--- src/rtl/axi_lite_pkg.sv ---
// Shared types for the AXI-Lite write-then-readback sequencer: FSM states and response codes.
// No logic here; latency and backpressure are properties of the importing modules.
package axi_lite_pkg;

    typedef enum logic [2:0] {
        IDLE,
        WR_REQ,
        WR_RESP,
        RD_REQ,
        RD_DATA,
        DONE
    } seq_state_t;

    localparam logic [1:0] RESP_OKAY   = 2'b00;
    localparam logic [1:0] RESP_SLVERR = 2'b10;

endpackage

--- src/rtl/sat_counter.sv ---
// Saturating event counter with synchronous clear; count updates one cycle after inc/clr.
// No backpressure: clr wins over inc, and inc is ignored once the count is all ones.
module sat_counter #(
    parameter int WIDTH = 8
) (
    input  logic             axi_aclk,
    input  logic             axi_aresetn,
    input  logic             clr,
    input  logic             inc,
    output logic [WIDTH-1:0] count
);

    always_ff @(posedge axi_aclk or negedge axi_aresetn) begin
        if (!axi_aresetn) begin
            count <= '0;
        end else if (clr) begin
            count <= '0;
        end else if (inc && (count != '1)) begin
            count <= count + WIDTH'(1);
        end
    end

endmodule

--- src/rtl/axi_lite_mem_sequencer.sv ---
// Writes N seed+i words to consecutive addresses, reads them back and counts mismatches/bad responses.
// Bus outputs registered (first awvalid 1 cycle after start); one transaction in flight, stalls on any ready/valid.
module axi_lite_mem_sequencer
    import axi_lite_pkg::*;
#(
    parameter int DATA_WIDTH = 32,
    parameter int ADDR_WIDTH = 8,
    parameter int CNT_WIDTH  = 8
) (
    input  logic                    axi_aclk,
    input  logic                    axi_aresetn,
    input  logic                    start,
    input  logic [ADDR_WIDTH-1:0]   base_addr,
    input  logic [CNT_WIDTH-1:0]    word_count,
    input  logic [DATA_WIDTH-1:0]   seed,
    output logic                    busy,
    output logic                    done,
    output logic [CNT_WIDTH-1:0]    mismatch_cnt,
    output logic [CNT_WIDTH-1:0]    resp_err_cnt,
    output logic [ADDR_WIDTH-1:0]   m_axi_awaddr,
    output logic                    m_axi_awvalid,
    input  logic                    m_axi_awready,
    output logic [DATA_WIDTH-1:0]   m_axi_wdata,
    output logic [DATA_WIDTH/8-1:0] m_axi_wstrb,
    output logic                    m_axi_wvalid,
    input  logic                    m_axi_wready,
    input  logic [1:0]              m_axi_bresp,
    input  logic                    m_axi_bvalid,
    output logic                    m_axi_bready,
    output logic [ADDR_WIDTH-1:0]   m_axi_araddr,
    output logic                    m_axi_arvalid,
    input  logic                    m_axi_arready,
    input  logic [DATA_WIDTH-1:0]   m_axi_rdata,
    input  logic [1:0]              m_axi_rresp,
    input  logic                    m_axi_rvalid,
    output logic                    m_axi_rready
);

    localparam logic [ADDR_WIDTH-1:0] ADDR_STEP = ADDR_WIDTH'(DATA_WIDTH / 8);

    seq_state_t             state_q, state_d;
    logic [CNT_WIDTH-1:0]   idx_q, idx_d, n_q, n_d;
    logic [ADDR_WIDTH-1:0]  base_q, base_d, addr_q, addr_d;
    logic [DATA_WIDTH-1:0]  seed_q, seed_d, data_q, data_d;
    logic                   awvalid_q, awvalid_d, wvalid_q, wvalid_d, bready_q, bready_d;
    logic                   arvalid_q, arvalid_d, rready_q, rready_d;
    logic                   busy_q, busy_d, done_q, done_d;
    logic                   cnt_clr, mism_inc, resp_inc, last;

    assign last = (idx_q == (n_q - CNT_WIDTH'(1)));

    always_comb begin
        state_d   = state_q;
        idx_d     = idx_q;
        n_d       = n_q;
        base_d    = base_q;
        seed_d    = seed_q;
        addr_d    = addr_q;
        data_d    = data_q;
        awvalid_d = awvalid_q;
        wvalid_d  = wvalid_q;
        bready_d  = bready_q;
        arvalid_d = arvalid_q;
        rready_d  = rready_q;
        busy_d    = busy_q;
        done_d    = 1'b0;
        cnt_clr   = 1'b0;
        mism_inc  = 1'b0;
        resp_inc  = 1'b0;
        case (state_q)
            IDLE: begin
                if (start) begin
                    base_d  = base_addr;
                    n_d     = word_count;
                    seed_d  = seed;
                    addr_d  = base_addr;
                    data_d  = seed;
                    idx_d   = '0;
                    cnt_clr = 1'b1;
                    if (word_count == '0) begin
                        state_d = DONE;
                        done_d  = 1'b1;
                    end else begin
                        state_d   = WR_REQ;
                        awvalid_d = 1'b1;
                        wvalid_d  = 1'b1;
                        busy_d    = 1'b1;
                    end
                end
            end
            WR_REQ: begin
                // A dropped valid means that channel already handshook in this write.
                if (m_axi_awready) awvalid_d = 1'b0;
                if (m_axi_wready)  wvalid_d  = 1'b0;
                if ((!awvalid_q || m_axi_awready) && (!wvalid_q || m_axi_wready)) begin
                    state_d  = WR_RESP;
                    bready_d = 1'b1;
                end
            end
            WR_RESP: begin
                if (m_axi_bvalid) begin
                    bready_d = 1'b0;
                    resp_inc = (m_axi_bresp != RESP_OKAY);
                    if (last) begin
                        idx_d     = '0;
                        addr_d    = base_q;
                        data_d    = seed_q;
                        state_d   = RD_REQ;
                        arvalid_d = 1'b1;
                    end else begin
                        idx_d     = idx_q + CNT_WIDTH'(1);
                        addr_d    = addr_q + ADDR_STEP;
                        data_d    = data_q + DATA_WIDTH'(1);
                        state_d   = WR_REQ;
                        awvalid_d = 1'b1;
                        wvalid_d  = 1'b1;
                    end
                end
            end
            RD_REQ: begin
                if (m_axi_arready) begin
                    arvalid_d = 1'b0;
                    rready_d  = 1'b1;
                    state_d   = RD_DATA;
                end
            end
            RD_DATA: begin
                if (m_axi_rvalid) begin
                    rready_d = 1'b0;
                    resp_inc = (m_axi_rresp != RESP_OKAY);
                    mism_inc = (m_axi_rdata != data_q);
                    if (last) begin
                        state_d = DONE;
                        done_d  = 1'b1;
                        busy_d  = 1'b0;
                    end else begin
                        idx_d     = idx_q + CNT_WIDTH'(1);
                        addr_d    = addr_q + ADDR_STEP;
                        data_d    = data_q + DATA_WIDTH'(1);
                        state_d   = RD_REQ;
                        arvalid_d = 1'b1;
                    end
                end
            end
            DONE:    state_d = IDLE;
            default: state_d = IDLE;
        endcase
    end

    always_ff @(posedge axi_aclk or negedge axi_aresetn) begin
        if (!axi_aresetn) begin
            state_q   <= IDLE;
            idx_q     <= '0;
            n_q       <= '0;
            base_q    <= '0;
            seed_q    <= '0;
            addr_q    <= '0;
            data_q    <= '0;
            awvalid_q <= 1'b0;
            wvalid_q  <= 1'b0;
            bready_q  <= 1'b0;
            arvalid_q <= 1'b0;
            rready_q  <= 1'b0;
            busy_q    <= 1'b0;
            done_q    <= 1'b0;
        end else begin
            state_q   <= state_d;
            idx_q     <= idx_d;
            n_q       <= n_d;
            base_q    <= base_d;
            seed_q    <= seed_d;
            addr_q    <= addr_d;
            data_q    <= data_d;
            awvalid_q <= awvalid_d;
            wvalid_q  <= wvalid_d;
            bready_q  <= bready_d;
            arvalid_q <= arvalid_d;
            rready_q  <= rready_d;
            busy_q    <= busy_d;
            done_q    <= done_d;
        end
    end

    sat_counter #(.WIDTH(CNT_WIDTH)) u_mismatch_cnt (
        .axi_aclk    (axi_aclk),
        .axi_aresetn (axi_aresetn),
        .clr         (cnt_clr),
        .inc         (mism_inc),
        .count       (mismatch_cnt)
    );

    sat_counter #(.WIDTH(CNT_WIDTH)) u_resp_err_cnt (
        .axi_aclk    (axi_aclk),
        .axi_aresetn (axi_aresetn),
        .clr         (cnt_clr),
        .inc         (resp_inc),
        .count       (resp_err_cnt)
    );

    assign busy          = busy_q;
    assign done          = done_q;
    assign m_axi_awaddr  = addr_q;
    assign m_axi_awvalid = awvalid_q;
    assign m_axi_wdata   = data_q;
    assign m_axi_wstrb   = '1;
    assign m_axi_wvalid  = wvalid_q;
    assign m_axi_bready  = bready_q;
    assign m_axi_araddr  = addr_q;
    assign m_axi_arvalid = arvalid_q;
    assign m_axi_rready  = rready_q;

endmodule

--- config.mk ---
export PLATFORM = sky130hd
export DESIGN_NAME = axi_lite_mem_sequencer
export DESIGN_NICKNAME = d
export VERILOG_FILES = /design/src/rtl/axi_lite_pkg.sv /design/src/rtl/sat_counter.sv /design/src/rtl/axi_lite_mem_sequencer.sv
export SDC_FILE = /design/constraint.sdc
export NUM_CORES = 1
export LEC_CHECK = 0
export CORE_MARGIN = 5
export CORE_UTILIZATION = 40
export DETAILED_ROUTE_END_ITERATION = 12
export PLACE_DENSITY_LB_ADDON = 0.08
export SLEW_MARGIN = 10
export SYNTH_ARGS = -nofsm -noshare
export SYNTH_HDL_FRONTEND = slang
export SYNTH_HIERARCHICAL = 1
export SYNTH_SLANG_ARGS = --single-unit
--- constraint.sdc ---
create_clock -name axi_aclk -period 4.36 [get_ports axi_aclk]
set_input_delay 0.872 -clock axi_aclk [delete_from_list [all_inputs] [get_ports axi_aclk]]
set_output_delay 0.872 -clock axi_aclk [all_outputs]
set_load 0.01 [all_outputs]
==> summary.md <==
| Metric | Value |
|---|---|
| WHS | between 0.5 and 0.6 ns |
| Flops & latches, synth | ~120 |
| RSZ-0062 raised after global routing | false |
| CP Class | flop to flop |
| Final count of hold timing violations | 0 |
| Total global-route track usage | a little over a fifth |
| Lkg Pwr | around 3.8 nW |
| Placed insts | between 1000 and 1500 |
| Routing usage on met3 | under 10% |
| Status | finished clean |
| Clk_lat worst skew | between 0.4 and 0.5 ns |
| Post-cts resize count | 0 |
| Synth cell types | 72 |
| RePlAce Congestion | 0.878 |
| Reg2reg path depth | 10 |
| Die Y | approximately 150 um |
| First-pass iteration count of the detailed router | 5 |
| Sink Count | between 100 and 150 |
| Vias per cell | slightly below 6 |
| Clk buf depth | 2 |
| Design area | roughly 9700 sq um |
| Antenna violations before repair | 0 |
| Final #Nets | 1015 |
| Reg2reg setup slack | 1.19 ns |
| EDFF count, synth | 0 |
| Routed WL | about 23000 um |
| Core area | 18000 sq um |
| DRT antenna net count | 0 |
| Maximum vdd ir drop | 0.000417 V |
| Worst Path Required | ~4.7 ns |
| Rows | 49 |
| Final worst-path cycle share | 72.7% |
| CTS tree | done |
| Post-layout min period | 3.17 ns |
| Initial drt markers | 490 |
| Most used DFF post-synth | dfrtp_1 |
| Hold depth | 1 |
| Top-level I/O count | around 170 |
| Area growth from synthesis to layout | 31.7% |
| # DRC | 0 |
| Vias in the first global route | roughly 6900 |
| Synth Cell Area | about 7400 sq um |
| Hold Crit Start | seed_q[0] |
| Met2 Track Usage GR | a little over a third |
| Share of cells above drive strength 1 | a little under an eighth |
| Fmax | 316 MHz |
| Filler instances | between 1500 and 2000 |
| First-pass GRT wire length | about 37000 um |
| Clock skew | ~0.010 ns |
| Port Buffers | between 150 and 200 |
| Data arrival, critical path | around 3.5 ns |
| Postcts setup bufs | 0 |
| CP max FO | 29 |
| Most common cell in the netlist | dfrtp_1 |
| Area leader, netlist | dfrtp_1 |
| Post-synth top area share | around two fifths |
| Top cells by count, synth | 122 x dfrtp_1, 62 x nand2_1, 57 x nor2_1, 55 x o21ai_0, 48 x mux2_2 |
| Reg2reg start | n_q[0] |
| Avg Inst Size Synth | 9.44 sq um |
| Hpwl dp | around 16000 um |
| Via Count | roughly 6700 |
| Critical Path End Type | flop |
| Ant. Diodes | 0 |
| Htree depth | 4 |
| Largest net degree at the start of global routing | 78 |
| Worst Hold Class | flop to flop |
| GR Util met1 | between 20% and 30% |
| Async set or reset register ratio after synthesis | 100% |
| Max-cap violation count | 0 |
| Area post-placement | ~9100 sq um |
| Clk slew on worst S/H paths | ~0.05 ns |
| Final slew viol count | 0 |
| Register area | roughly 3100 sq um |
| Startpoint types | flop |
| Final cell count without fillers | 1159 |
| Multi-input combinational cell area | 3970 sq um |
| Post-layout util | between 50 and 60% |
| Top post-synthesis cells by area | dfrtp_1 41%, mux2_2 7.3%, xnor2_1 5.6% |
| Synthesized netlist cell count | 780 |
| TNS Setup | 0 ns |
| TritonCTS Buffers | 17 |
| WL/cell | around 20 um |
| Reg2reg end | m_axi_wdata[5] |
| Final Setup Violations | 0 |
| Slew HR | a little over a quarter |
| Actual slew at the worst max-slew pin | 1.10 ns |
| Gr busiest metal | met2 |
| Remaining Overflow, GRT | 0 |
| # hold bufs at CTS | 0 |
| Cell area power density | about 690 nW/um^2 |
| YS warnings | 6 |
| Seq/Total Area, Yosys | 41.4% |
| Die ar. | around 21000 sq um |
| Initial core utilization | between 40% and 50% |
| CTS Root Cell | clkbuf_16 |
| Worst Hold End | seed_q[0] |
| Die span in x | between 100 and 150 um |
-- routing by layer --
metal	part of all wire [%]	wire length [um]
met1	43	9900
met4	2.4	542
met2	49	11100
met3	5.9	1360
met5	0	0
-- kinds of logic (layout without fill, tap and decap cells) --
| logic type | Yosys count | after routing | share of synthesized area [%] |
|---|---|---|---|
| adders and majority gates | 6 | 6 | 1.02 |
| xor gates and xnor gates | 58 | 58 | 6.90 |
| buffers and inverters | 77 | 224 | 5.10 |
| muxes | 50 | 50 | 7.61 |
| AOI/OAI and AO/OA | 210 | 210 | 19.9 |
| DFF | 122 | 122 | 41.4 |
| other | 1 | 4 | 0.0509 |
| and+or+nand+nor | 256 | 256 | 18.0 |
-- metrics by stage --
stage                     worst slack, ns  power (W)
after global routing                0.918    0.00712
after detailed placement             1.10    0.00518
final                                1.19    0.00668
after floorplan                      1.88    0.00403
after CTS                            1.21    0.00673
after global placement               1.18    0.00509
-- critical path, cell delays in order, from the launching register on --
cell and delay [ns]:
dfrtp_1 0.43, inv_1 0.09, ha_1 0.20, nor3b_1 0.37, and3_1 0.28, o211ai_1 0.16, a21oi_1 0.38, nand3_1 0.33
buf_4 0.35, a221oi_1 0.33, o2bb2ai_1 0.11
-- how the worst max path moves through the flow --
| stage | startpoint | end | slack, ns | depth (start not counted) |
|---|---|---|---|---|
| floorplan | n_q[0] | m_axi_wdata[11] | 1.88 | 10 |
| global placement | m_axi_rdata[2] | u_mismatch_cnt/count[0] | 1.18 | 7 |
| detailed placement | m_axi_rvalid | u_mismatch_cnt/count[5] | 1.10 | 6 |
| CTS | n_q[0] | m_axi_wdata[2] | 1.21 | 10 |
| global route | n_q[0] | m_axi_wdata[11] | 0.92 | 10 |
| finish | n_q[0] | m_axi_wdata[5] | 1.19 | 10 |
-- report_power, final --
part | internal [W] | switching (W) | leakage (nW)
combinational | 0.00147 | 0.00144 | 1.98
clock | 0.000955 | 0.000552 | 0.299
sequential | 0.00160 | 0.000652 | 1.49
-- final cells by class --
class / count / area share [%]
inverter: 20 / 0.774
clock inverter: 15 / 2.08
multi-input combinational: 584 / 40.9
sequential: 122 / 31.5
timing repair buffer: 172 / 17.5
tap: 229 / 2.95
clock buffer: 17 / 4.38
-- flip-flops by register name, summed over array words and instances (netlist names), 3 cells and up --
signal and flops:
m_axi_araddr 8, base_q 8, u_mismatch_cnt/count 8, idx_q 8, n_q 8, u_resp_err_cnt/count 8, state_q 3, m_axi_wdata 32
seed_q 32
-- cells in the final DEF, fill, tap and decap left out, types with 4 or more instances in the layout --
master / n
a21o_1: 4
a21oi_1: 30
a221oi_1: 23
a22o_1: 4
a22oi_1: 16
a31oi_1: 8
and2_1: 5
and3_1: 10
and4_1: 7
buf_4: 11
bufinv_16: 4
clkbuf_16: 17
clkdlybuf4s50_1: 161
clkinv_4: 5
conb_1: 4
dfrtp_1: 122
ha_1: 6
inv_1: 20
mux2_2: 48
nand2_1: 62
nand2b_1: 8
nand3_1: 23
nand4_1: 19
nor2_1: 57
nor2b_1: 14
nor3_1: 16
nor3b_1: 4
nor4_1: 7
o211ai_1: 5
o21ai_0: 55
o22ai_1: 9
o2bb2ai_1: 6
o31ai_1: 19
or3_1: 5
xnor2_1: 47
xor2_1: 11
No activity file was read; power rests on OpenSTA's default activity.
